===== src/rtl/pm_loader.sv =====
// pm_loader: boot-time program loader.
// Takes a byte stream (16-bit length, N high/low word pairs, XOR checksum),
// writes the words to program memory from address 0 and holds the core in
// reset until a load finishes with a matching checksum.
module pm_loader #(
  parameter int PC_WIDTH = 6
) (
  input  logic                clock,
  input  logic                reset,
  input  logic                start,
  input  logic [7:0]          byte_in,
  input  logic                byte_valid,
  output logic                byte_ready,
  output logic                pm_we,
  output logic [PC_WIDTH-1:0] pm_addr,
  output logic [15:0]         pm_wdata,
  output logic                core_reset,
  output logic                done,
  output logic                error
);

  localparam logic [3:0] S_IDLE    = 4'd0;
  localparam logic [3:0] S_LEN_HI  = 4'd1;
  localparam logic [3:0] S_LEN_LO  = 4'd2;
  localparam logic [3:0] S_DATA_HI = 4'd3;
  localparam logic [3:0] S_DATA_LO = 4'd4;
  localparam logic [3:0] S_WRITE   = 4'd5;
  localparam logic [3:0] S_CHECK   = 4'd6;
  localparam logic [3:0] S_DONE    = 4'd7;
  localparam logic [3:0] S_ERROR   = 4'd8;

  // 17 bits so that a 16-bit address space still has a representable depth
  localparam logic [16:0] DEPTH = 17'(1) << PC_WIDTH;

  logic [3:0]          state_q, state_d;
  logic [15:0]         len_q, len_d;
  logic [7:0]          acc_q, acc_d;
  logic [7:0]          hi_q, hi_d;
  logic [PC_WIDTH-1:0] addr_q, addr_d;
  logic [15:0]         wdata_q, wdata_d;
  logic                we_q, we_d;
  logic                rdy_q, rdy_d;
  logic                done_q, done_d;
  logic                err_q, err_d;
  logic                crst_q, crst_d;

  logic                fire;
  logic [15:0]         len_full;

  // Next-state and datapath; every output flop is derived from the next
  // state so outputs line up with the state they describe.
  always_comb begin
    state_d  = state_q;
    len_d    = len_q;
    acc_d    = acc_q;
    hi_d     = hi_q;
    addr_d   = addr_q;
    wdata_d  = wdata_q;
    // rdy_q always mirrors "current state accepts bytes"
    fire     = byte_valid & rdy_q;
    len_full = {len_q[15:8], byte_in};

    case (state_q)
      S_IDLE: if (start) state_d = S_LEN_HI;
      S_LEN_HI: if (fire) begin
        len_d[15:8] = byte_in;
        state_d     = S_LEN_LO;
      end
      S_LEN_LO: if (fire) begin
        len_d = len_full;
        if (len_full == 16'd0 || {1'b0, len_full} > DEPTH) begin
          state_d = S_ERROR;
        end else begin
          addr_d  = '0;
          acc_d   = 8'd0;
          state_d = S_DATA_HI;
        end
      end
      S_DATA_HI: if (fire) begin
        hi_d    = byte_in;
        acc_d   = acc_q ^ byte_in;
        state_d = S_DATA_LO;
      end
      S_DATA_LO: if (fire) begin
        wdata_d = {hi_q, byte_in};
        acc_d   = acc_q ^ byte_in;
        state_d = S_WRITE;
      end
      S_WRITE: begin
        // last word leaves the address parked on N-1; N <= depth so no wrap
        if (16'(addr_q) == len_q - 16'd1) begin
          state_d = S_CHECK;
        end else begin
          addr_d  = addr_q + PC_WIDTH'(1);
          state_d = S_DATA_HI;
        end
      end
      S_CHECK: if (fire) state_d = (byte_in == acc_q) ? S_DONE : S_ERROR;
      S_DONE, S_ERROR: if (start) state_d = S_LEN_HI;
      default: state_d = S_IDLE;
    endcase

    rdy_d  = (state_d == S_LEN_HI) || (state_d == S_LEN_LO) ||
             (state_d == S_DATA_HI) || (state_d == S_DATA_LO) ||
             (state_d == S_CHECK);
    we_d   = (state_d == S_WRITE);
    done_d = (state_d == S_DONE);
    err_d  = (state_d == S_ERROR);
    crst_d = (state_d != S_DONE);
  end

  // State and registered outputs; reset holds the core in reset.
  always_ff @(posedge clock or negedge reset) begin
    if (!reset) begin
      state_q <= S_IDLE;
      len_q   <= 16'd0;
      acc_q   <= 8'd0;
      hi_q    <= 8'd0;
      addr_q  <= '0;
      wdata_q <= 16'd0;
      we_q    <= 1'b0;
      rdy_q   <= 1'b0;
      done_q  <= 1'b0;
      err_q   <= 1'b0;
      crst_q  <= 1'b1;
    end else begin
      state_q <= state_d;
      len_q   <= len_d;
      acc_q   <= acc_d;
      hi_q    <= hi_d;
      addr_q  <= addr_d;
      wdata_q <= wdata_d;
      we_q    <= we_d;
      rdy_q   <= rdy_d;
      done_q  <= done_d;
      err_q   <= err_d;
      crst_q  <= crst_d;
    end
  end

  assign byte_ready = rdy_q;
  assign pm_we      = we_q;
  assign pm_addr    = addr_q;
  assign pm_wdata   = wdata_q;
  assign core_reset = crst_q;
  assign done       = done_q;
  assign error      = err_q;

endmodule


===== config.mk =====
export PLATFORM = sky130hd
export DESIGN_NAME = pm_loader
export DESIGN_NICKNAME = d
export VERILOG_FILES = /design/src/rtl/pm_loader.sv
export SDC_FILE = /design/constraint.sdc
export NUM_CORES = 1
export LEC_CHECK = 0
export ABC_AREA = 1
export BUFFER_PORTS_ARGS = -buffer_cell sky130_fd_sc_hd__buf_2
export CAP_MARGIN = 30
export CORE_ASPECT_RATIO = 1.1
export CORE_MARGIN = 2
export CORE_UTILIZATION = 57
export DETAILED_ROUTE_END_ITERATION = 16
export GPL_ROUTABILITY_DRIVEN = 1
export PLACE_DENSITY = 0.84
export SLEW_MARGIN = 20
export SYNTH_ARGS = -nofsm -noshare
export SYNTH_HDL_FRONTEND = slang
export SYNTH_SLANG_ARGS = --single-unit

===== constraint.sdc =====
create_clock -name clock -period 2.6 [get_ports clock]
set_input_delay 0.65 -clock clock [delete_from_list [all_inputs] [get_ports clock]]
set_output_delay 0.65 -clock clock [all_outputs]
set_load 0.02 [all_outputs]

==> impl_metrics.tcl, run 1 <==
set metrics [dict create \
    status "complete, no violations" \
    rsz0062_at_grt "false" \
    hold_violations 0 \
    worst_clock_skew_ns 0.01018 \
    start_util 0.5954 \
    cts_resized 0 \
    endpoint_kind "flop" \
    clk_pin_slew_worst_paths_ns 0.08 \
    place_congestion 0.9362 \
    grt_pass1_vias 2826 \
    cp_max_fo 16 \
    hpwlAfterDp_um 5312 \
    synth_seq_cells 63 \
    drv_slew 0 \
    rows 29 \
    hold_buffers 0 \
    grt_max_degree 40 \
    setup_viol 0 \
    maxCapViolCount 0 \
    hold_path.class "primary input to asynchronous set/reset pin" \
    n_antenna_cell 0 \
    place.port_buffers 38 \
    drt_wl_total_um 7311 \
    die_h_um 85.93 \
    worstPathArrival_ns 2.40 \
    cts_tree "done" \
    num-nets-final 483 \
    cts_sinks 63 \
    antenna_found_initial 0 \
    syn_nets 437 \
    fin_hold_ws_ns 0.2797 \
    max_freq_ghz 0.4672 \
    avgSynthCellArea_sq_um 8.223 \
    numCtsBuffers 9 \
    yosys.area.top_type "dfrtp_1" \
    synth_seq_area_share 0.4536 \
    critPathKind "flop to flop" \
    ir_drop_mv 0.7096 \
    tightest_slew_ns 0.5940 \
    ys_types 38 \
    drive_above_1_share 0.2468 \
    cts-root-buf "clkbuf_8" \
    synth_area_leaders "dfrtp_1 45%, nand2_1 11%, inv_1 5.3%" \
    core-area_sq_um 5842 \
    crit_required_ns 2.86 \
    io_pins 39 \
    synth_edf_count 0 \
    slowest_stage "a21oi_2" \
    startpoint_type "flop" \
    fin_util 0.6867 \
    cts_setup_buffers 0 \
    synth_flop_cell "dfrtp_1" \
    postSynthCellCount 423 \
    relSlewSlack 0.6040 \
    powerDensity_nw_per_um2 1224 \
    path_cells "nor2_1 > nand2_1 > nor3_1 > nand3_1 > a21oi_2 > nand3_1 > o21ai_0" \
    synthArstFlopShare 1.000 \
    fin_tns_setup_ns 0 \
    p_leak_nw 2.039 \
    crit_top_cell "nand3_1" \
    drt_iter0_markers 204 \
    netlist_area_sq_um 3478 \
    ant_nets 0 \
    die_w_um 78.48 \
    synth_top_area_share 0.4460 \
    fillers 465 \
    ys.warnings.count 0 \
    wl_per_cell_um 13.27 \
    routed_via_density 5.296 \
    grt_pass1_wl_um 12680 \
    period_needed_ns 2.140 \
    drc_errors 0 \
    firstDrtPassIters 5 \
    fin_crit_sh 0.8232 \
    num_vias 2918 \
    die-area_sq_um 6744 \
    track_usage 0.2406 \
    max_stage_delay_ns 0.53 \
    clk_path_buf_depth 2 \
    cts_htree_levels 3 \
    area_delta_synth_final_pct 15.32 \
    overflow 0 \
    clkLatencyLatePin_ns 0.35 \
]
==> synthesized netlist by cell type (6+ instances only) <==
cell type / number
dfrtp_1: 62
inv_2: 6
o21a_1: 8
inv_1: 49
xor2_1: 9
nand2_2: 14
nor2_2: 9
nor2_1: 31
nand3_1: 25
nand2_1: 106
nor2_4: 6
o21ai_0: 34
o21ai_1: 7
mux2_2: 8
xnor2_1: 7
==> metal layers <==
metal / routed length, um / vias up / GRT usage
met1: 3227 / 1383 / 0.3175
met3: 349 / 18 / 0.04947
li1: - / 1432 / -
met5: 0 / - / 0
met4: 151 / 0 / 0.09888
met2: 3584 / 85 / 0.3903
==> final cells by class <==
| class | count | area (sq um) | share of cell area |
|---|---|---|---|
| Clock inverter | 7 | 127.6 | 0.03182 |
| Clock buffer | 9 | 123.9 | 0.03088 |
| Timing Repair Buffer | 42 | 232.7 | 0.05802 |
| Sequential cell | 63 | 1578 | 0.3933 |
| Tap cell | 77 | 96.34 | 0.02402 |
| Multi-Input combinational cell | 298 | 1647 | 0.4105 |
| Inverter | 55 | 206.4 | 0.05147 |
==> flip-flops by register name, summed over array words and instances, names as in the netlist <==
name	count
pm_we	1
pm_addr	6
done	1
acc_q	8
state_q	4
len_q	16
core_reset	1
byte_ready	1
pm_wdata	16
hi_q	8
error	1
==> cell families (layout without fill, tap and decap cells) <==
| family | after synthesis | in the layout | share of synthesized area |
|---|---|---|---|
| simple gates | 212 | 212 | 0.3014 |
| mux | 8 | 8 | 0.02590 |
| compound gates | 60 | 60 | 0.09856 |
| xor+xnor | 16 | 16 | 0.04029 |
| flops | 63 | 63 | 0.4536 |
| fa+ha+maj | 2 | 2 | 0.007193 |
| buf+inv | 62 | 113 | 0.07302 |
==> stage by stage <==
step | instance area [sq um] | instances | power (mW) | setup slack, ns
detailed placement | 3760 | 535 | 3.814 | 0.3039
CTS | 4011 | 551 | 4.914 | 0.5378
global route | 4011 | 551 | 5.274 | 0.2407
global placement | 3760 | 535 | 3.754 | 0.4282
finish | 4011 | 551 | 4.909 | 0.4597
floorplan | 3478 | 423 | 3.322 | 0.7427
==> path summary, 6_finish.rpt <==
kind | from | to | slack, ns | cells after the start
max | len_q[9]$_DFFE_PN0P_ | acc_q[3]$_DFFE_PN0P_ | 0.46 | 7
max in group asynchronous | reset | len_q[0]$_DFFE_PN0P_ | 1.71 | 2
min reg2reg | pm_wdata[3]$_DFFE_PN0P_ | pm_wdata[3]$_DFFE_PN0P_ | 0.49 | 1
max reg2reg | len_q[9]$_DFFE_PN0P_ | acc_q[3]$_DFFE_PN0P_ | 0.46 | 7
min in group clock | pm_wdata[3]$_DFFE_PN0P_ | pm_wdata[3]$_DFFE_PN0P_ | 0.49 | 1
min | reset | pm_wdata[11]$_DFFE_PN0P_ | 0.28 | 1
==> critical path, delay by kind of cell (launching register included) <==
family | cells | cell delay, ns
simple gates | 5 | 0.99
compound gates | 2 | 0.64
flops | 1 | 0.44
==> power breakdown <==
part           leakage, nW  total [mW]  switching (mW)  internal [mW]
Sequential           0.822        1.70           0.337           1.36
Combinational         1.09        2.12            1.36          0.760
Clock                0.126        1.09           0.436          0.652
==> placed cells by master, fill, tap and decap left out, types with 4 or more instances in the layout <==
cell      netlist  layout
o21ai_1         7       7
nor2_2          9       9
clkbuf_8        0       9
nand3b_1        4       4
inv_2           6       6
o21ai_0        34      34
xnor2_1         7       7
inv_1          49      49
o21a_1          8       8
a21oi_1         4       4
dfrtp_1        62      62
nand2_2        14      14
mux2_2          8       8
nand2_4         4       4
xor2_1          9       9
nand3_1        25      25
nor2_1         31      31
buf_2           1      38
o21ai_2         4       4
nor2_4          6       6
nand2_1       106     106
(Power assumes the default switching activity.)
==> inputs of run 2 (changes only) <==
--- a/config.mk
+++ b/config.mk
@@ -10,10 +10,10 @@
 export CAP_MARGIN = 30
 export CORE_ASPECT_RATIO = 1.1
 export CORE_MARGIN = 2
-export CORE_UTILIZATION = 57
+export CORE_UTILIZATION = 53
 export DETAILED_ROUTE_END_ITERATION = 16
 export GPL_ROUTABILITY_DRIVEN = 1
-export PLACE_DENSITY = 0.84
+export PLACE_DENSITY = 0.82
 export SLEW_MARGIN = 20
 export SYNTH_ARGS = -nofsm -noshare
 export SYNTH_HDL_FRONTEND = slang
==> constraint.sdc (replaced) <==
create_clock -name clock -period 1.85 [get_ports clock]
set_input_delay 0.4625 -clock clock [delete_from_list [all_inputs] [get_ports clock]]
set_output_delay 0.4625 -clock clock [all_outputs]
set_load 0.02 [all_outputs]
==> impl_metrics.tcl, run 2 (synthesized netlist as in run 1, its figures left out) <==
set metrics [dict create \
    critPathKind "flop to flop" \
    r2r_cells 12 \
    rows 30 \
    core-area_sq_um 6269 \
    fin_ws_ns -0.06496 \
    grt_pass1_wl_um 13350 \
    tightest_slew_ns 0.5734 \
    clk_pin_slew_worst_paths_ns 0.07 \
    place_congestion 0.9467 \
    powerDensity_nw_per_um2 1688 \
    layoutNonFillerInstCount 574 \
    violations "negative setup slack" \
    r2r-start "len_q[3]$_DFFE_PN0P_" \
    hpwlAfterDp_um 5658 \
    rsz0062_at_grt "true" \
    track_usage 0.2440 \
    final_cell_mix "103 x nand2_1, 57 x dfrtp_1, 46 x inv_1" \
    overflow 0 \
    r2r_end "byte_ready$_DFF_PN0_" \
    p_seq_frac 0.341 \
    die-area_sq_um 7228 \
    numCtsBuffers 9 \
    pre_cts_ws_ns -0.1079 \
    cts_htree_levels 3 \
    setup_viol 9 \
    max_freq_ghz 0.5222 \
    antenna_found_initial 0 \
    die_h_um 88.97 \
    ant_nets 0 \
    period_needed_ns 1.915 \
    worstPathArrival_ns 2.17 \
    die_w_um 81.24 \
    ir_drop_mv 0.7918 \
    clockPowerShare 0.162 \
    grt_pass1_vias 2879 \
    routed_via_density 5.186 \
    drive_above_1_share 0.3198 \
    final_common_cell "nand2_1" \
    clkLatencyLatePin_ns 0.36 \
    status "complete, but fails checks" \
    place.port_buffers 38 \
    relSlewSlack 0.6178 \
    placedCellCount 555 \
    hold_path.class "primary input to asynchronous set/reset pin" \
    cts_sinks 63 \
    r2r_slack_ns -0.06 \
    internal_power_mw 3.954 \
    startpoint_type "flop" \
    n_antenna_cell 0 \
    hold_violations 0 \
    cts_tree "done" \
    pwr-share-comb 0.497 \
    swShare 0.4488 \
    p_leak_nw 2.122 \
    io_pins 39 \
    clk_path_buf_depth 2 \
    drv_slew 0 \
    hold_buffers 0 \
    grt_max_degree 28 \
    drc_errors 0 \
    worst_clock_skew_ns 0.01369 \
    crit_required_ns 2.10 \
    num_vias 2977 \
    fin_crit_sh 1.035 \
    fin_util 0.6780 \
    firstDrtPassIters 4 \
    drt_wl_total_um 8139 \
    drt_iter0_markers 284 \
    endpoint_kind "flop" \
    wl_per_cell_um 14.18 \
    fillers 465 \
    switching_power_mw 3.220 \
    cp_max_fo 7 \
    cts-root-buf "clkbuf_8" \
    area_delta_synth_final_pct 22.19 \
    start_util 0.5549 \
    num-nets-final 504 \
    maxCapViolCount 0 \
]
run 2: cell types whose count changed in the layout (fill, tap and decap cells not counted), moves of 3 or more:
cell | before | now
inv_1 | 49 | 46
clkbuf_1 | 0 | 3
dfrtp_1 | 62 | 57
inv_2 | 6 | 9
nor2_4 | 6 | 14
dfrtp_2 | 0 | 5
nand2_1 | 106 | 103
nor2_1 | 31 | 24
buf_4 | 3 | 22
run 2: power by group through the flow:
stage,Clock (mW),Combinational [mW],Sequential (mW)
6_report,1.16,3.57,2.45
5_1_grt,1.22,3.96,2.51
4_1_cts,1.17,3.35,2.41
3_5_place_dp,0,3.17,2.40
3_3_place_gp,0,3.08,2.38
2_1_floorplan,0,2.13,2.54
run 2: how the worst max path moves through the flow:
stage | startpoint | end | depth (start not counted)
6_report | len_q[3]$_DFFE_PN0P_ | byte_ready$_DFF_PN0_ | 12
5_1_grt | len_q[1]$_DFFE_PN0P_ | byte_ready$_DFF_PN0_ | 13
4_1_cts | len_q[1]$_DFFE_PN0P_ | core_reset$_DFF_PN1_ | 13
3_5_place_dp | len_q[1]$_DFFE_PN0P_ | byte_ready$_DFF_PN0_ | 13
3_3_place_gp | len_q[1]$_DFFE_PN0P_ | byte_ready$_DFF_PN0_ | 15
2_1_floorplan | len_q[0]$_DFFE_PN0P_ | pm_addr[0]$_DFFE_PN0P_ | 14
run 2: critical path, cell delays in order, from the launching register on:
cell,delay (ns)
dfrtp_1,0.46
nor2_4,0.20
nand2_4,0.09
nor2_8,0.17
nand3_2,0.08
nand2_1,0.08
nand3_2,0.09
nor2_4,0.18
nand4_4,0.18
nand2_4,0.13
nand2_4,0.06
nand2_2,0.06
nor2_2,0.03
run 2: layout make-up:
class	instances	area (sq um)	share of cell area
clock buffer	12	135.1	0.03179
tap	80	100.1	0.02355
sequential	63	1584	0.3727
multi-input combinational	298	1773	0.4171
clock inverter	3	45.04	0.01060
inverter	55	206.4	0.04857
timing repair buffer	63	406.6	0.09567
run 2: what timing repair did:
item                       in CTS  in global routing
pin swaps                      10                  8
setup endpoints to repair       9                 21
hold endpoints to repair        0                  0
setup buffers                   1                  3
gates resized for setup        20                 18
run 2: through the flow:
step                      hold WS [ns]  instance area, sq um  power (mW)   TNS, ns
after floorplan                 0.1669                  3478       4.668         0
after CTS                       0.1141                  4168       6.934  -0.02479
after global routing            0.1394                  4250       7.688    -1.501
after detailed placement        0.4737                  3904       5.567   -0.7588
after global placement          0.4607                  3904       5.465   -0.3810
final                          0.09784                  4250       7.174   -0.2944
run 2: metal layers:
metal / GRT usage / wire (um) / share of wire / vias to the layer above
li1: - / - / - / 1472
met1: 0.3048 / 3506 / 0.43 / 1418
met2: 0.4207 / 4101 / 0.50 / 68
met3: 0.04949 / 345 / 0.042 / 19
met4: 0.08937 / 187 / 0.023 / 0
met5: 0 / 0 / 0 / -
